<file path="config.mk">
export PLATFORM = sky130hd
export DESIGN_NAME = dac_table_axim_deadlock_report_flat
export DESIGN_NICKNAME = d
export VERILOG_FILES = /design/src/rtl/dac_table_axim_deadlock_report_if.sv /design/src/rtl/dac_table_axim_deadlock_report.sv /design/src/flat_wrapper.sv
export SDC_FILE = /design/constraint.sdc
export NUM_CORES = 1
export LEC_CHECK = 0
export CORE_ASPECT_RATIO = 0.8
export CORE_MARGIN = 2
export CORE_UTILIZATION = 52
export DETAILED_ROUTE_END_ITERATION = 8
export GPL_ROUTABILITY_DRIVEN = 0
export PLACE_DENSITY = 0.84
export SLEW_MARGIN = 20
export SYNTH_ARGS = -nofsm -noshare
export SYNTH_HDL_FRONTEND = slang
export SYNTH_SLANG_ARGS = --single-unit
export TNS_END_PERCENT = 20
</file>
<file path="constraint.sdc">
create_clock -name clock -period 5.4 [get_ports clock]
set_clock_uncertainty 0.2 [all_clocks]
set_input_delay 0.81 -clock clock [delete_from_list [all_inputs] [get_ports clock]]
set_output_delay 0.81 -clock clock [all_outputs]
set_load 0.05 [all_outputs]
</file>
<file path="src/rtl/dac_table_axim_deadlock_report_if.sv">
`default_nettype none
// ============================================================================
//  Module   : dac_table_axim_deadlock_report_if
//  Brief    : Monitor/host-facing signal bundle of the deadlock report block.
//  Revision : 1.0  initial release
// ============================================================================
interface dac_table_axim_deadlock_report_if #(
    parameter int NUM_CH = 3,
    parameter int CNT_W  = 16
);
    localparam int c_ch_w = (NUM_CH > 1) ? $clog2(NUM_CH) : 1;

    logic                       block;
    logic [NUM_CH*NUM_CH-1:0]   axis_block_info;
    logic                       clear;
    logic                       deadlock;
    logic                       irq;
    logic [NUM_CH-1:0]          blocked_mask;
    logic [c_ch_w-1:0]          blocked_ch;
    logic [NUM_CH*NUM_CH-1:0]   snapshot;
    logic                       proto_err;
    logic [CNT_W-1:0]           event_count;

    // Monitor plus host side
    modport master (
        output block, axis_block_info, clear,
        input  deadlock, irq, blocked_mask, blocked_ch, snapshot, proto_err, event_count
    );

    // Report block side
    modport slave (
        input  block, axis_block_info, clear,
        output deadlock, irq, blocked_mask, blocked_ch, snapshot, proto_err, event_count
    );
endinterface
`default_nettype wire

</file>
<file path="src/rtl/dac_table_axim_deadlock_report.sv">
`default_nettype none
// ============================================================================
//  Module   : dac_table_axim_deadlock_report
//  Brief    : Qualifies a persistent monitor block flag, latches which AXIS
//             channels were blocked, raises sticky status, irq and event count.
//  Revision : 1.0  initial release
// ============================================================================
module dac_table_axim_deadlock_report #(
    parameter int NUM_CH = 3,
    parameter int THRESH = 16,
    parameter int CNT_W  = 16
) (
    input  wire logic                          clock,
    input  wire logic                          reset,
    dac_table_axim_deadlock_report_if.slave    bus
);
    localparam int              c_ch_w   = (NUM_CH > 1) ? $clog2(NUM_CH) : 1;
    localparam int              c_run_w  = $clog2(THRESH + 1);
    localparam bit              c_single = (THRESH == 1);
    localparam logic [c_run_w-1:0] c_last = c_run_w'(THRESH - 1);
    localparam logic [c_run_w-1:0] c_sat  = c_run_w'(THRESH);

    typedef enum logic [1:0] {
        S_IDLE   = 2'd0,
        S_ARM    = 2'd1,
        S_LOCKED = 2'd2
    } state_t;

    state_t                     r_state;
    logic [c_run_w-1:0]         r_run;
    logic                       r_deadlock;
    logic                       r_irq;
    logic [NUM_CH-1:0]          r_blocked_mask;
    logic [c_ch_w-1:0]          r_blocked_ch;
    logic [NUM_CH*NUM_CH-1:0]   r_snapshot;
    logic                       r_proto_err;
    logic [CNT_W-1:0]           r_event_count;

    logic [NUM_CH-1:0]          w_valid;
    logic [NUM_CH-1:0]          w_malformed;
    logic [c_ch_w-1:0]          w_first_ch;
    logic                       w_capture;

    // A well-formed field k has every bit set except its own position.
    for (genvar k = 0; k < NUM_CH; k++) begin : g_field
        localparam logic [NUM_CH-1:0] c_valid_pat = ~(NUM_CH'(1) << k);
        logic [NUM_CH-1:0] w_field;
        assign w_field        = bus.axis_block_info[k*NUM_CH +: NUM_CH];
        assign w_valid[k]     = (w_field == c_valid_pat);
        assign w_malformed[k] = (w_field != '0) && !w_valid[k];
    end

    always_comb begin
        w_first_ch = '0;
        for (int k = NUM_CH - 1; k >= 0; k--) begin
            if (w_valid[k]) begin
                w_first_ch = c_ch_w'(k);
            end
        end
    end

    // Host clear always beats a qualifying edge.
    assign w_capture = bus.block && !bus.clear &&
                       (((r_state == S_IDLE) && c_single) ||
                        ((r_state == S_ARM) && (r_run == c_last)));

    always_ff @(posedge clock or posedge reset) begin
        if (reset) begin
            r_state        <= S_IDLE;
            r_run          <= '0;
            r_deadlock     <= 1'b0;
            r_irq          <= 1'b0;
            r_blocked_mask <= '0;
            r_blocked_ch   <= '0;
            r_snapshot     <= '0;
            r_proto_err    <= 1'b0;
            r_event_count  <= '0;
        end else begin
            r_irq <= 1'b0;

            if (bus.block && (|w_malformed)) begin
                r_proto_err <= 1'b1;
            end else if (bus.clear && ((r_state == S_IDLE) || (r_state == S_LOCKED))) begin
                r_proto_err <= 1'b0;
            end

            if (w_capture) begin
                r_deadlock     <= 1'b1;
                r_irq          <= 1'b1;
                r_snapshot     <= bus.axis_block_info;
                r_blocked_mask <= w_valid;
                r_blocked_ch   <= w_first_ch;
                if (r_event_count != {CNT_W{1'b1}}) begin
                    r_event_count <= r_event_count + CNT_W'(1);
                end
            end

            case (r_state)
                S_IDLE: begin
                    r_run <= '0;
                    if (bus.block && !bus.clear) begin
                        if (c_single) begin
                            r_state <= S_LOCKED;
                        end else begin
                            r_state <= S_ARM;
                            r_run   <= c_run_w'(1);
                        end
                    end
                end
                S_ARM: begin
                    if (bus.clear || !bus.block) begin
                        r_state <= S_IDLE;
                        r_run   <= '0;
                    end else if (r_run == c_last) begin
                        r_state <= S_LOCKED;
                        r_run   <= '0;
                    end else if (r_run != c_sat) begin
                        r_run <= r_run + c_run_w'(1);
                    end
                end
                S_LOCKED: begin
                    if (bus.clear) begin
                        r_state    <= S_IDLE;
                        r_deadlock <= 1'b0;
                    end
                end
                default: begin
                    r_state <= S_IDLE;
                    r_run   <= '0;
                end
            endcase
        end
    end

    assign bus.deadlock     = r_deadlock;
    assign bus.irq          = r_irq;
    assign bus.blocked_mask = r_blocked_mask;
    assign bus.blocked_ch   = r_blocked_ch;
    assign bus.snapshot     = r_snapshot;
    assign bus.proto_err    = r_proto_err;
    assign bus.event_count  = r_event_count;

endmodule
`default_nettype wire
</file>
<file path="src/flat_wrapper.sv">
// flat-port wrapper written by rule: the top's interface ports become plain ports
module dac_table_axim_deadlock_report_flat 
#(
    parameter int NUM_CH = 3,
    parameter int THRESH = 16,
    parameter int CNT_W  = 16
)
  (clock, reset, bus_block, bus_axis_block_info, bus_clear, bus_deadlock, bus_irq, bus_blocked_mask, bus_blocked_ch, bus_snapshot, bus_proto_err, bus_event_count);
  dac_table_axim_deadlock_report_if #(.NUM_CH(NUM_CH), .CNT_W(CNT_W)) bus_i ();
  input  wire logic clock;
  input  wire logic reset;
  input wire logic [$bits(bus_i.block)-1:0] bus_block;
  input wire logic [$bits(bus_i.axis_block_info)-1:0] bus_axis_block_info;
  input wire logic [$bits(bus_i.clear)-1:0] bus_clear;
  output wire logic [$bits(bus_i.deadlock)-1:0] bus_deadlock;
  output wire logic [$bits(bus_i.irq)-1:0] bus_irq;
  output wire logic [$bits(bus_i.blocked_mask)-1:0] bus_blocked_mask;
  output wire logic [$bits(bus_i.blocked_ch)-1:0] bus_blocked_ch;
  output wire logic [$bits(bus_i.snapshot)-1:0] bus_snapshot;
  output wire logic [$bits(bus_i.proto_err)-1:0] bus_proto_err;
  output wire logic [$bits(bus_i.event_count)-1:0] bus_event_count;
  assign bus_i.block = bus_block;
  assign bus_i.axis_block_info = bus_axis_block_info;
  assign bus_i.clear = bus_clear;
  assign bus_deadlock = bus_i.deadlock;
  assign bus_irq = bus_i.irq;
  assign bus_blocked_mask = bus_i.blocked_mask;
  assign bus_blocked_ch = bus_i.blocked_ch;
  assign bus_snapshot = bus_i.snapshot;
  assign bus_proto_err = bus_i.proto_err;
  assign bus_event_count = bus_i.event_count;
  dac_table_axim_deadlock_report #(.NUM_CH(NUM_CH), .THRESH(THRESH), .CNT_W(CNT_W)) u_core (.clock(clock), .reset(reset), .bus(bus_i));
endmodule
</file>
Word-level counts from Yosys, hierarchy flattened
Cells that the tools add are included.
{"block": "totals", "regBits": 40, "input_bits": 13, "out_inout_bits": 33, "elab_cells": 67}
{"block": "classes", "addsub": 2, "n_eq_ne": 12, "muxes": 19, "bitwise": 1, "n_reduce_logical": 24}
{"operator": "16-bit by 1-bit adder with 16-bit output, second input constant", "n": 1}
{"operator": "16-bit != test, second input constant", "n": 1}
{"operator": "5-bit 2-to-1 mux", "n": 3}
{"operator": "5-bit one-hot mux with 3 select lines", "n": 1}
{"operator": "2-bit 2-to-1 mux", "n": 7}
{"operator": "3-bit nonzero test", "n": 3}
{"operator": "1-bit logical AND", "n": 8}
{"operator": "1-bit 2-to-1 mux", "n": 7}
{"operator": "3-bit equality test, second input constant", "n": 2}
{"operator": "2-bit one-hot mux with 3 select lines", "n": 1}
{"operator": "5-bit by 1-bit adder with 5-bit output, second input constant", "n": 1}
{"operator": "5-bit by 4-bit equality test with 1-bit output, second input constant", "n": 1}
{"operator": "1-bit logical NOT", "n": 5}
{"operator": "5-bit != test, second input constant", "n": 1}
{"operator": "4-bit != test, second input constant", "n": 1}
{"operator": "2-bit AND reduction", "n": 2}
{"operator": "3-bit by 2-bit equality test with 1-bit output, second input constant", "n": 1}
{"operator": "3-bit != test, second input constant", "n": 1}
{"operator": "3-bit AND reduction", "n": 1}
{"operator": "3-bit OR reduction", "n": 1}
{"operator": "2-bit by 1-bit equality test with 1-bit output, second input constant", "n": 1}
{"operator": "2-bit equality test, second input constant", "n": 1}
{"operator": "2-bit logical NOT", "n": 1}
{"operator": "1-bit logical OR", "n": 2}
{"operator": "4 further kinds", "n": 4}

Longest topological paths before layout
{"block": "depth", "word_depth": 6, "ltp_mapped": 7, "ltp_nobuf": 6}

Least setup slack after synthesis
No wires, ideal clock.
{"block": "synth_timing", "kind": "flip-flop to flip-flop", "start": "reg u_core.r_event_count[0] (netlist: u_core.bus.event_count[0])", "end": "reg u_core.r_event_count[14] (netlist: u_core.bus.event_count[14])", "setup_ns": 0.082, "arrival_time_ns": 2.140, "required_time_ns": 5.118, "path_slack_ns": 2.978, "stages_incl_launch_ff": 7, "path_buffers": 0, "period_less_slack_ns": 2.422, "cell_sequence": "dfrtp_1 ha_1 nand4_1 or2_2 or4_4 nor2_2 xor2_1"}
{"block": "synth_between", "elab_chain_cells": 2, "elab_cells_between_ends": 3, "classes_between": "add/sub: 1; eq/ne: 1; reduce/logical: 1"}
{"element": "start: declaration", "line_no": "dac_table_axim_deadlock_report.sv:37", "rtl": "logic [CNT_W-1:0] r_event_count;"}
{"element": "start signal: assignment", "line_no": "dac_table_axim_deadlock_report.sv:94", "rtl": "r_event_count <= r_event_count + CNT_W'(1);"}
{"element": "parallel branches: the longest is 2 deep, another holds 16-bit by 1-bit adder with 16-bit output"}
Parallel ways; which one is timed is not known.
A chain may end at the register's enable or synchronous reset.

Final worst setup path
{"block": "layout_timing", "start": "in bus_clear", "end": "reg u_core.r_event_count[14] (netlist: u_core.bus.event_count[14])"}
{"block": "layout_between", "elab_chain_cells": 4}
{"element": "start: declaration", "line_no": "flat_wrapper.sv:14", "rtl": "input wire logic [$bits(bus_i.clear)-1:0] bus_clear;"}
{"element": "1-bit logical NOT", "line_no": "dac_table_axim_deadlock_report.sv:63", "rtl": "assign w_capture = bus.block && !bus.clear &&"}
{"element": "1-bit logical AND (2 in a row)", "line_no": "dac_table_axim_deadlock_report.sv:63"}
{"element": "2-bit AND reduction (no line)"}
Every way passes these cells.

==> impl_metrics.csv <==
group,metric,value,unit
run_status,outcome,"complete, no violations",
power_and_ir_drop,p_per_area,237,nW/µm²
yosys,ys_ff_latch,40,
yosys,synth_edf_count,0,
global_route,grt_pass1_wl,6.04,mm
timing,rsz0062_at_grt,"false",
route,vias,1393,
setup_path,cp.arrival,2.95,ns
clocking,postCtsSetupBuffers,0,
clocking,insertion_delay,0.29,ns
setup_path,cp_max_fo,25,
yosys,synthTopCellsByCount,"dfrtp_1 (40), nand2_1 (17), xnor2_1 (12), mux2_2 (9), nand3_1 (9)",
clocking,cts_hold_buf,0,
setup_path,worstSetupStartpointType,"input port",
setup_path,crit_type,"input port to register",
power_and_ir_drop,vdd_drop_max,0.000164,V
clocking,cts_buffers,5,
setup_path,rr_endpoint,"u_core.bus.event_count[14]",
global_route,antenna_found_initial,0,
flow_run,maxCapViolations,0,
setup_path,reg2reg_depth,6,
yosys,seq_area_frac_synth,55.0,%
yosys,netlist.area_leader.share,55.0,%
clocking,clk_pin_slew_worst_paths,0.07,ns
global_route,grt_pass1_vias,1315,
global_route,grt.overflow.total,0,
route,drt_iter0_markers,38,
clocking,cts_root_buf,"clkbuf_8",
placed_design,placed_area,2320,µm²
global_route,use_met2,28.3,%
final_layout,drive_gt1_share,11.4,%
route,dr.pass1.iters,4,
floorplanning,die_h,56.9,µm
global_route,met3_usage,7.54,%
yosys,ys_async_sr_fraction,100,%
worst_hold_path,worst_hold_path.endpoint,"u_core.bus.snapshot[5]",
final_layout,finish.instance_area,2420,µm²
timing,finalCritPeriodShare,54.3,%
setup_path,rrSetupSlack,2.98,ns
placed_design,port_buffers,45,
final_layout,nets,225,
yosys,ys_warn_count,0,
clocking,htreeDepth,2,
placed_design,detailed_place_hpwl,2.55,mm
setup_path,crit_path_end_kind,"register",
yosys,synthTopCellsByArea,"dfrtp_1 (55%), xnor2_1 (5.8%), mux2_2 (5.6%)",
yosys,synth.most_common_cell,"dfrtp_1",
worst_hold_path,hold_class,"register to register",
final_layout,fillers,239,
route,via_per_inst,5.53,
route,wire_per_inst,14.0,µm
global_route,top_usage_layer,"met2",
timing,setup-tns-final,0,ns
timing,period_needed,2.93,ns
clocking,cts_tree,"yes",
power_and_ir_drop,p_leak,1.09,nW
yosys,synthesis.area,1820,µm²
route,drtAntennaViolNets,0,
setup_path,r2r_start,"u_core.r_run[0]",
timing,slew_violations,0,
clocking,clkSinkCount,40,
yosys,synth_largest_area_cell,"dfrtp_1",
yosys,syn_avg_cell_area,11.4,µm²
floorplanning,chipWidth,70.1,µm
floorplanning,fp-row-count,19,
clocking,cts_buffer_depth,2,
floorplanning,fp.coreArea,3400,µm²
floorplanning,die_area,3990,µm²
yosys,synth_cell_types,39,
setup_path,required,5.42,ns
worst_hold_path,hp-start,"u_core.bus.snapshot[5]",
global_route,grt_max_degree,41,
clocking,ctsResizeCount,0,
timing,max_freq,341,MHz
floorplanning,initial_core_util,53.5,%
yosys,syn_inst,159,
yosys,syn-num-nets,175,
route,drc,0,
final_layout,syn_to_final_growth,33.2,%
worst_hold_path,holdPathStages,2,
timing,fin_worst_hold_slack,0.289,ns
yosys,synth-main-ff-cell,"dfrtp_1",
global_route,grt.total_usage,19.8,%
timing,max_slew_margin,64.8,%
final_layout,diodes,0,
timing,finalHoldViolations,0,
timing,finalSetupViolations,0,
floorplanning,ioPinCount,46,
route,wirelength,3.53,mm
timing,tightest_slew,0.526,ns
global_route,grtUsageMet1,28.1,%
## worst max-delay path by stage
stage	from	endpoint	slack, ns
detailed placement	bus_clear	u_core.bus.event_count[14]	2.15
floorplan	u_core.bus.event_count[0]	u_core.bus.event_count[14]	2.98
global route	bus_clear	u_core.bus.event_count[12]	2.33
global placement	bus_clear	u_core.bus.event_count[14]	2.27
CTS	bus_clear	u_core.bus.event_count[14]	2.48
finish	bus_clear	u_core.bus.event_count[14]	2.47
## critical path: stages
cell and delay (ns):
clkdlybuf4s50_1 0.48, nand4bb_1 0.39, nand2b_4 0.38, or4_4 0.62, nor2_2 0.11, xor2_1 0.15
## placed cells by master, fill, tap and decap left out, drive strengths merged
| cell type | count |
|---|---|
| o31ai | 3 |
| bufinv | 1 |
| a22o | 1 |
| ha | 3 |
| or4 | 1 |
| nand2 | 17 |
| a211oi | 1 |
| nor3b | 1 |
| xor2 | 5 |
| nand3b | 3 |
| a21o | 1 |
| nand4bb | 1 |
| inv | 7 |
| or2 | 1 |
| nor3 | 3 |
| clkinv | 1 |
| nor2b | 1 |
| buf | 1 |
| nor4 | 2 |
| o41ai | 2 |
| nand4 | 6 |
| o21a | 1 |
| o21ai | 6 |
| clkbuf | 6 |
| dfrtp | 40 |
| a31oi | 1 |
| a21oi | 4 |
| xnor2 | 12 |
| nor2 | 6 |
| mux2 | 9 |
| nand3 | 9 |
| and3 | 1 |
| nor4b | 1 |
| clkdlybuf4s50 | 45 |
| and3b | 1 |
| a2bb2oi | 1 |
| nand2b | 3 |
| or3 | 1 |
| and4b | 1 |
## metrics by stage
step / total power (W) / worst slack, ns / util (%) / std cells
4_1_cts: 0.000578 / 2.48 / 71.3 / 252
3_5_place_dp: 0.000340 / 2.15 / 68.1 / 244
3_3_place_gp: 0.000339 / 2.27 / 68.1 / 244
5_1_grt: 0.000595 / 2.33 / 71.3 / 252
2_1_floorplan: 0.000323 / 2.98 / - / 159
6_report: 0.000573 / 2.47 / 71.3 / 252
## cell type report
| class | instances | area [µm²] | area share [%] |
|---|---|---|---|
| multi-input combinational | 109 | 778 | 32.1 |
| tap | 42 | 52.6 | 2.17 |
| inverter | 7 | 26.3 | 1.08 |
| clock buffer | 6 | 72.6 | 2.99 |
| clock inverter | 2 | 35.0 | 1.45 |
| timing repair buffer | 46 | 458 | 18.9 |
| sequential | 40 | 1000 | 41.3 |
## cell families (layout without fill, tap and decap cells)
logic type | after synthesis | in the layout | synth area share [%]
AO/OA/AOI/OAI | 21 | 21 | 7.50
XOR/XNOR | 17 | 17 | 8.18
adder cells (fa/ha/maj) | 3 | 3 | 2.06
buffers and inverters | 10 | 61 | 2.20
flip-flops | 40 | 40 | 55.0
multiplexers | 9 | 9 | 5.57
AND/OR/NAND/NOR | 59 | 59 | 19.5
## state kept, by name, indices dropped and copies added, names as in the netlist
register / cells
u_core.bus.proto_err: 1
u_core.r_run: 5
u_core.bus.blocked_ch: 2
u_core.bus.irq: 1
u_core.bus.snapshot: 9
u_core.bus.event_count: 16
u_core.bus.deadlock: 1
u_core.bus.blocked_mask: 3
u_core.r_state: 2
## where the power goes
part           internal, W  leakage (nW)  switching, W
sequential        0.000301         0.548    0.00000229
clock             0.000137        0.0552      0.000102
combinational    0.0000145         0.491     0.0000162
total             0.000453          1.09      0.000121
## per-layer routing
metal  wire (µm)  vias to the layer above  share of wire [%]
li1            -                      660                  -
met2        1510                       45                 43
met5           0                        -                  0
met1        1740                      682                 49
met4          45                        0                1.3
met3         231                        6                6.5
Note: power is estimated with default switching activity, not from simulation.
